<file path="src/rtl/edge_param_loader.sv">
// edge_param_loader: per-context bank of edge weight / boundary condition
// for a group of neighbour links. The bank is filled from a valid/ready word
// stream during the parameter-loading stage. The entry for the active context
// is presented to the links. The active context steps together with the
// links' context switch in the write-to-memory stage.
// Optional build macro: EDGE_PARAM_CHECKSUM_EN adds an XOR checksum of the
// raw accepted words. Without it, param_checksum is tied to zero.
// Stage codes are parameters so they can be overridden to match the global
// decoder encoding.
module edge_param_loader #(
  parameter int unsigned NUM_LINKS    = 4,
  parameter int unsigned NUM_CONTEXTS = 2,
  parameter int unsigned MAX_WEIGHT   = 2,
  parameter int unsigned STAGE_WIDTH  = 3,
  parameter logic [STAGE_WIDTH-1:0] STAGE_IDLE               = STAGE_WIDTH'(0),
  parameter logic [STAGE_WIDTH-1:0] STAGE_PARAMETERS_LOADING = STAGE_WIDTH'(1),
  parameter logic [STAGE_WIDTH-1:0] STAGE_WRITE_TO_MEM       = STAGE_WIDTH'(4),
  localparam int unsigned LBW    = $clog2(MAX_WEIGHT + 1),
  localparam int unsigned WORD_W = LBW + 2,
  localparam int unsigned CTX_W  = (NUM_CONTEXTS > 1) ? $clog2(NUM_CONTEXTS) : 1,
  localparam int unsigned LNK_W  = (NUM_LINKS > 1) ? $clog2(NUM_LINKS) : 1
) (
  input  logic                   clk,
  input  logic                   reset,
  input  logic [STAGE_WIDTH-1:0] global_stage,
  input  logic                   do_not_store,
  input  logic                   param_valid,
  input  logic [WORD_W-1:0]      param_data,
  output logic                   param_ready,
  output logic [NUM_LINKS*LBW-1:0] weight_out,
  output logic [NUM_LINKS*2-1:0] boundary_condition_out,
  output logic [CTX_W-1:0]       active_context,
  output logic                   load_done,
  output logic                   param_error,
  output logic [WORD_W-1:0]      param_checksum
);

  localparam logic [1:0] BND_NONE = 2'b10;

  typedef enum logic [1:0] {
    S_IDLE,
    S_LOAD,
    S_DONE
  } state_t;

  state_t state_q, state_d;

  logic [STAGE_WIDTH-1:0] stage_q;
  logic                   ld_prev_q;
  logic                   stage_is_load;
  logic                   stage_is_wtm;

  logic                   param_ready_q, param_ready_d;
  logic                   load_done_q, load_done_d;
  logic                   param_error_q, param_error_d;
  logic [CTX_W-1:0]       act_q, act_d;
  logic [CTX_W-1:0]       wr_ctx_q, wr_ctx_d;
  logic [LNK_W-1:0]       wr_lnk_q, wr_lnk_d;

  logic                   load_entry_c;
  logic                   accept_c;
  logic                   last_word_c;
  logic                   over_c;
  logic [LBW-1:0]         raw_w_c;
  logic [1:0]             raw_b_c;
  logic [LBW-1:0]         san_w_c;

  logic [LBW-1:0]         w_bank_q [NUM_CONTEXTS][NUM_LINKS];
  logic [1:0]             b_bank_q [NUM_CONTEXTS][NUM_LINKS];

  logic [NUM_LINKS*LBW-1:0] weight_q;
  logic [NUM_LINKS*2-1:0]   bnd_q;

  assign stage_is_load = (stage_q == STAGE_PARAMETERS_LOADING);
  assign stage_is_wtm  = (stage_q == STAGE_WRITE_TO_MEM);
  assign accept_c      = param_ready_q & param_valid;
  assign last_word_c   = (wr_ctx_q == CTX_W'(NUM_CONTEXTS - 1)) &&
                         (wr_lnk_q == LNK_W'(NUM_LINKS - 1));

  // Registered copy of the global stage; all decisions use this copy.
  always_ff @(posedge clk) begin
    if (reset) begin
      stage_q   <= STAGE_IDLE;
      ld_prev_q <= 1'b0;
    end else begin
      stage_q   <= global_stage;
      ld_prev_q <= stage_is_load;
    end
  end

  // FSM state register.
  always_ff @(posedge clk) begin
    if (reset) state_q <= S_IDLE;
    else       state_q <= state_d;
  end

  // FSM next state. DONE re-arms only on a fresh entry into the loading stage.
  always_comb begin
    state_d = state_q;
    case (state_q)
      S_IDLE: if (stage_is_load) state_d = S_LOAD;
      S_LOAD: begin
        if (!stage_is_load)                state_d = S_IDLE;
        else if (accept_c && last_word_c)  state_d = S_DONE;
      end
      S_DONE: if (stage_is_load && !ld_prev_q) state_d = S_LOAD;
      default: state_d = S_IDLE;
    endcase
  end

  // FSM outputs. Ready is precomputed so the registered value is high exactly
  // while in LOAD with the loading stage active.
  always_comb begin
    load_entry_c  = (state_q != S_LOAD) && (state_d == S_LOAD);
    param_ready_d = (state_d == S_LOAD) && (global_stage == STAGE_PARAMETERS_LOADING);
    load_done_d   = load_done_q;
    if (load_entry_c)           load_done_d = 1'b0;
    else if (state_q == S_DONE) load_done_d = 1'b1;
  end

  // Word sanitising: non-existent edges carry weight 0, oversize weights saturate.
  always_comb begin
    raw_w_c = param_data[LBW-1:0];
    raw_b_c = param_data[LBW +: 2];
    over_c  = (raw_w_c > LBW'(MAX_WEIGHT));
    san_w_c = raw_w_c;
    if (raw_b_c == BND_NONE) san_w_c = '0;
    else if (over_c)         san_w_c = LBW'(MAX_WEIGHT);
  end

  // Next state for write pointers, sticky error and active context.
  always_comb begin
    wr_lnk_d      = wr_lnk_q;
    wr_ctx_d      = wr_ctx_q;
    param_error_d = param_error_q;
    act_d         = act_q;
    if (load_entry_c) begin
      wr_lnk_d      = '0;
      wr_ctx_d      = '0;
      param_error_d = 1'b0;
      act_d         = '0;
    end else begin
      if (accept_c) begin
        if (over_c) param_error_d = 1'b1;
        if (wr_lnk_q == LNK_W'(NUM_LINKS - 1)) begin
          wr_lnk_d = '0;
          wr_ctx_d = (wr_ctx_q == CTX_W'(NUM_CONTEXTS - 1)) ? '0 : wr_ctx_q + CTX_W'(1);
        end else begin
          wr_lnk_d = wr_lnk_q + LNK_W'(1);
        end
      end
      if (stage_is_wtm && !do_not_store && (NUM_CONTEXTS > 1)) begin
        act_d = (act_q == CTX_W'(NUM_CONTEXTS - 1)) ? '0 : act_q + CTX_W'(1);
      end
    end
  end

  // Control and pointer registers.
  always_ff @(posedge clk) begin
    if (reset) begin
      param_ready_q <= 1'b0;
      load_done_q   <= 1'b0;
      param_error_q <= 1'b0;
      act_q         <= '0;
      wr_lnk_q      <= '0;
      wr_ctx_q      <= '0;
    end else begin
      param_ready_q <= param_ready_d;
      load_done_q   <= load_done_d;
      param_error_q <= param_error_d;
      act_q         <= act_d;
      wr_lnk_q      <= wr_lnk_d;
      wr_ctx_q      <= wr_ctx_d;
    end
  end

  // Parameter bank; reset marks every link non-existent.
  always_ff @(posedge clk) begin
    if (reset) begin
      for (int c = 0; c < int'(NUM_CONTEXTS); c++) begin
        for (int l = 0; l < int'(NUM_LINKS); l++) begin
          w_bank_q[c][l] <= '0;
          b_bank_q[c][l] <= BND_NONE;
        end
      end
    end else if (accept_c) begin
      w_bank_q[wr_ctx_q][wr_lnk_q] <= san_w_c;
      b_bank_q[wr_ctx_q][wr_lnk_q] <= raw_b_c;
    end
  end

  // Present the active-context bank entry to the links.
  always_ff @(posedge clk) begin
    if (reset) begin
      weight_q <= '0;
      bnd_q    <= {NUM_LINKS{BND_NONE}};
    end else begin
      for (int l = 0; l < int'(NUM_LINKS); l++) begin
        weight_q[l*LBW +: LBW] <= w_bank_q[act_q][l];
        bnd_q[l*2 +: 2]        <= b_bank_q[act_q][l];
      end
    end
  end

`ifdef EDGE_PARAM_CHECKSUM_EN
  logic [WORD_W-1:0] chk_q, chk_d;

  // XOR of raw accepted words, restarted on each load entry.
  always_comb begin
    chk_d = chk_q;
    if (load_entry_c)  chk_d = '0;
    else if (accept_c) chk_d = chk_q ^ param_data;
  end

  // Checksum register.
  always_ff @(posedge clk) begin
    if (reset) chk_q <= '0;
    else       chk_q <= chk_d;
  end

  assign param_checksum = chk_q;
`else
  assign param_checksum = '0;
`endif

  assign param_ready            = param_ready_q;
  assign load_done              = load_done_q;
  assign param_error            = param_error_q;
  assign active_context         = act_q;
  assign weight_out             = weight_q;
  assign boundary_condition_out = bnd_q;

endmodule

</file>
<file path="config.mk">
export PLATFORM = sky130hd
export DESIGN_NAME = edge_param_loader
export DESIGN_NICKNAME = d
export VERILOG_FILES = /design/src/rtl/edge_param_loader.sv
export SDC_FILE = /design/constraint.sdc
export NUM_CORES = 1
export LEC_CHECK = 0
export ABC_AREA = 1
export ABC_CLOCK_PERIOD_IN_PS = 3100
export CELL_PAD_IN_SITES_DETAIL_PLACEMENT = 2
export CELL_PAD_IN_SITES_GLOBAL_PLACEMENT = 2
export CORE_MARGIN = 4
export CORE_UTILIZATION = 30
export DETAILED_ROUTE_END_ITERATION = 7
export PLACE_DENSITY = 0.75
export SYNTH_ARGS = -nofsm -noshare
export SYNTH_HDL_FRONTEND = slang
export SYNTH_SLANG_ARGS = --single-unit
export TNS_END_PERCENT = 50
</file>
<file path="constraint.sdc">
create_clock -name clk -period 3.1 [get_ports clk]
set_input_delay 0.465 -clock clk [delete_from_list [all_inputs] [get_ports clk]]
set_output_delay 0.465 -clock clk [all_outputs]
set_load 0.1 [all_outputs]
</file>
# After elaboration in Yosys (flattened, before gate mapping)
# Memories as Yosys holds them, arrays and structs flattened. A register that Yosys moved wholly into a read port is not among the register bits.
# Index checks and enable logic that the tools add are counted.
# op_classes
add_sub_neg	3
order_cmp	3
n_eq_ne	9
muxes	23
n_bitwise	2
reduce_logical	15
# op_table
operator	n
$mux 8	5
$mux 2	8
$reduce_or 8->1	2
$mux 1	8
$logic_and 1x1->1	7
$eq 2x2->1 const B	3
$eq 3x1->1 const B	2
$pmux 2 s3	1
$demux 2 s2	1
$eq 2x1->1 const B	2
$reduce_and 2->1	2
$eq 3x3->1 const B	1
$ge 3x3->1 const B	1
$lt 3x1->1 const B	1
$not 2->3	1
$add 1x1->1 const B	2
$add 2x1->2 const B	1
$gt 2x2->1 const B	1
$logic_not 1->1	2
$logic_not 2->1	1
$ne 2x1->1 const B	1
$reduce_or 2->1	1
$and 1x1->1	1
# totals
ff_bits	13
mem_bits_rw	32
wordCells	66
memories	2
# memory_table
memory	depth	word_bits	rd	rd_clocked_by_memory_dff	wr	line_no	source
b_bank_q	2	8	1	1	2	69	logic [1:0] b_bank_q [NUM_CONTEXTS][NUM_LINKS];
w_bank_q	2	8	1	1	2	68	logic [LBW-1:0] w_bank_q [NUM_CONTEXTS][NUM_LINKS];

# Depth between registers and ports, before layout
# depth
ltp_word	9
ltp_mapped	8

# Worst setup path after synthesis
# OpenSTA, ideal clock, no wires.
# synth_timing
path_type	reg-to-reg
from	register param_ready_q (netlist: param_ready)
to	memory b_bank_q[1][4] (netlist bit), enable pin
setup_ns	0.365
arrival_time_ns	1.846
t_required_ns	2.735
path_slack_ns	0.889
path_stages_with_launch	4
path_buffers	0
cell_sequence	dfxtp_1 -> nand2_4 -> o21ai_0 -> a21boi_0
# synth_lines
item	line_no	source
start, declared	53	logic param_ready_q, param_ready_d;
start signal, assigned	168	param_ready_q <= param_ready_d;
end, declared	69	

==> impl_summary.log <==
[metrics] netlist area before placement: 2430 µm²
[metrics] number of nets still failing antenna checks after routing: 0
[metrics] Req. time, crit path: 3.08 ns
[metrics] share of Yosys cell area claimed by the top area cell type: 0.395
[metrics] clock-pin transition on the worst setup and hold timing paths: 0.07 ns
[metrics] post-synthesis register bit count: 61
[metrics] Startpoint Class: primary input
[metrics] Fin Setup TNS: 0 ns
[metrics] internal power component: 1380 µW
[metrics] Final Instance Count excl. Fillers: 384
[metrics] Via-to-Cell Ratio: 4.60
[metrics] number of nets in the layout: slightly below 300
[metrics] part of the total power dissipated in the clock network: 0.431
[metrics] total of cells resized after clock tree synthesis: 0
[metrics] r2r endpoint: w_bank_q[1][5]$_DFFE_PP_
[metrics] clk_skew: 0.00537 ns
[metrics] share of cells above drive strength 1: 0.170
[metrics] CTS Hold Buffers Added: 0
[metrics] cell count after placement: about 370
[metrics] TritonCTS clock tree: done
[metrics] total core area: 7810 µm²
[metrics] sink of the worst hold path: boundary_condition_out[7]$_SDFF_PP1_
[metrics] initial DRC count: 31
[metrics] Data arrival, critical path: 2.15 ns
[metrics] setup repair after global routing missed its margin: false
[metrics] worst reg2reg startpoint: wr_lnk_q[0]$_SDFFE_PP0P_
[metrics] Max H-tree Level: 3
[metrics] maximum number of pins on one net before global-route repair: 25
[metrics] final RePlAce weighted congestion: 0.769
[metrics] Hold Path Stages: 2
[metrics] Horiz. Die Dim: 98.0 µm
[metrics] layout overhead on the synthesized area: 22.2%
[metrics] smallest setup slack after layout: 0.922 ns
[metrics] cell leakage power: 0.00123 µW
[metrics] Hold Vio Cnt, Final: 0
[metrics] summed area of non-filler cells in the final layout: 2970 µm²
[metrics] largest cells by area after synthesis: edfxtp_1, dfxtp_1, nor2_1
[metrics] most numerous cell types in the synthesized netlist: nor2_1, edfxtp_1, nand2_1
[metrics] number of detailed-route iterations in the first pass: 3
[metrics] total half-perimeter wirelength after legalization and detailed placement: 4.24 mm
[metrics] minimum clock period after layout: 2.18 ns
[metrics] share of flip-flops with an asynchronous set or reset after synthesis: 0
[metrics] post-CTS setup buffers: 0
[metrics] share of power burned in registers: 0.473
[metrics] Max-Cap Viols: 0
[metrics] kind of end point of the critical path: flip-flop
[metrics] DR DRC count: 0
[metrics] number of antenna violations at the first check in global routing: 0
[metrics] Syn Area/Cell: 10.0 µm²
[metrics] Net Switching: 487 µW
[metrics] number of antenna diodes: 0
[metrics] leading register cell type out of synthesis: edfxtp_1
[metrics] Max Buffers Root-to-Sink: 2
[metrics] final number of max-transition violations: 0
[metrics] Routed Wire Length: roughly 6 mm
[metrics] Seq/Total Area, Yosys: 0.634
[metrics] number of enable flip-flop cells after synthesis: 32
[metrics] library cell with the largest summed area after synthesis: edfxtp_1
[metrics] cell count after synthesis: 243
[metrics] R2R cell count: 5
[metrics] std cell rows: 32
[metrics] Overall Global Routing Usage: 0.132
[metrics] switching share of total power: 0.261
[metrics] vias in the first global route: 1925
[metrics] leftover overflow at the end of global routing: 0
[metrics] highest ir drop seen on vdd: 219 µV
[metrics] cell area after placement: 2750 µm²
[metrics] Crit Path Class: in2reg
[metrics] chip height: 98.0 µm
[metrics] Clock Tree Root: clkbuf_8
[metrics] hold path startpoint: b_bank_q[0][1]$_SDFFCE_PN1P_
[metrics] Fmax: between 400 and 500 MHz
[metrics] Synth warnings: 0
[metrics] TritonCTS Buffers: 9
[metrics] class of the tightest hold or removal check: reg2reg
[metrics] Die Area: between 9000 and 10000 µm²
[metrics] starting utilization of the core area: 0.311
[metrics] cell area power density: roughly 630 nW/µm²
[metrics] Total Power Consumption: approximately 1900 µW
[metrics] routed length per placed instance: around 16 µm
[metrics] Reg2Reg Setup Slack: 1.07 ns
[metrics] Post-Place Worst Slack: roughly 0.55 ns
[metrics] Max-Slew Margin vs Limit: 0.532
[metrics] total via count after detailed routing: 1768
[metrics] Port-buffer cells: 30
[metrics] final setup violation count: 0
[metrics] final cycle utilization of the critical path: 0.703
[metrics] highest fanout seen on the critical path: 12
[metrics] global-route wire length before repair: 9.72 mm
[metrics] number of sinks on the clock net: approximately 60
[metrics] relative contribution of combinational cells to total power: 0.097
[metrics] transition time at the pin with the least slew margin: 0.701 ns
[metrics] leading cell type by number of instances after synthesis: nor2_1
[metrics] count of distinct cell types in the synthesized netlist: 31
[metrics] I/O pin count: 35
[metrics] later-pin clock latency in the skew report: 0.34 ns
[metrics] status: complete, no violations
## power groups by stage
stage	clock, µW	combinational (µW)	sequential [µW]
CTS	825	183	883
finish	804	181	882
floorplan	0	68.0	969
detailed placement	0	181	901
global route	850	191	886
global placement	0	178	899
## placed cells by master (no fill, tap or decap), types with 2 or more instances in the layout
cell / Yosys / routed
a21oi_1: 7 / 7
inv_1: 25 / 25
bufinv_16: 0 / 2
nand2_2: 3 / 3
clkdlybuf4s50_1: 0 / 10
dfxtp_1: 29 / 29
edfxtp_1: 32 / 32
nand4_1: 2 / 2
conb_1: 1 / 4
nand2_4: 2 / 2
nand3_1: 14 / 14
nor3_1: 2 / 2
o21ai_0: 13 / 13
clkinv_2: 0 / 2
buf_4: 4 / 21
o21ai_2: 2 / 2
nand2_1: 30 / 30
clkbuf_8: 0 / 10
ha_1: 4 / 4
nor2_1: 55 / 55
## registers in the layout, summed over array words and instances (netlist names)
register / count
ld_prev_q: 1
param_error: 1
b_bank_q: 16
wr_lnk_q: 2
stage_q: 3
wr_ctx_q: 1
boundary_condition_out: 8
state_q: 2
w_bank_q: 16
active_context: 1
param_ready: 1
weight_out: 8
load_done: 1
## metrics by stage
step,hold slack (ns),util
6_report,0.464,0.381
5_1_grt,0.491,0.381
4_1_cts,0.471,0.381
3_5_place_dp,0.453,0.352
3_3_place_gp,0.444,0.352
2_1_floorplan,0.422,-
## routing by layer
layer	up-vias	part of all wire	GRT usage
li1	847	-	-
met4	0	0.016	0.0543
met3	9	0.034	0.0407
met2	33	0.52	0.227
met5	-	0	0
met1	879	0.43	0.153
## critical path, stage by stage
cell             delay (ns)
clkdlybuf4s50_1        0.77
nor2_8                 0.09
o21ai_2                0.11
nand2_4                0.15
a21boi_0               0.56
## worst max path at each step
stage | from | to | slack, ns | cells past startpoint
after floorplan | param_ready$_SDFF_PP0_ | b_bank_q[1][4]$_DFFE_PP_ | 0.89 | 3
after global placement | reset | b_bank_q[1][4]$_DFFE_PP_ | 0.67 | 5
after detailed placement | reset | w_bank_q[1][4]$_DFFE_PP_ | 0.55 | 5
after CTS | reset | w_bank_q[1][5]$_DFFE_PP_ | 0.92 | 5
after global routing | reset | b_bank_q[1][4]$_DFFE_PP_ | 0.81 | 5
final | reset | w_bank_q[1][5]$_DFFE_PP_ | 0.92 | 5
## cell type report
| type | instances | area, µm² |
|---|---|---|
| inverter | 26 | 97.6 |
| multi-input combinational | 148 | 723 |
| fill | 854 | 4840 |
| clock inverter | 6 | 86.3 |
| timing repair buffer | 31 | 258 |
| clock buffer | 10 | 138 |
| sequential | 61 | 1540 |
| tap | 102 | 128 |
## logic make-up after synthesis
| kind of cell | synth area share |
|---|---|
| adder cells (fa/ha/maj) | 0.0206 |
| AND/OR/NAND/NOR | 0.209 |
| buffers and inverters | 0.0731 |
| other | 0.00154 |
| flip-flops | 0.634 |
| AO/OA/AOI/OAI | 0.0576 |
| XOR/XNOR | 0.00360 |
Note: power is estimated with default switching activity, not from simulation.
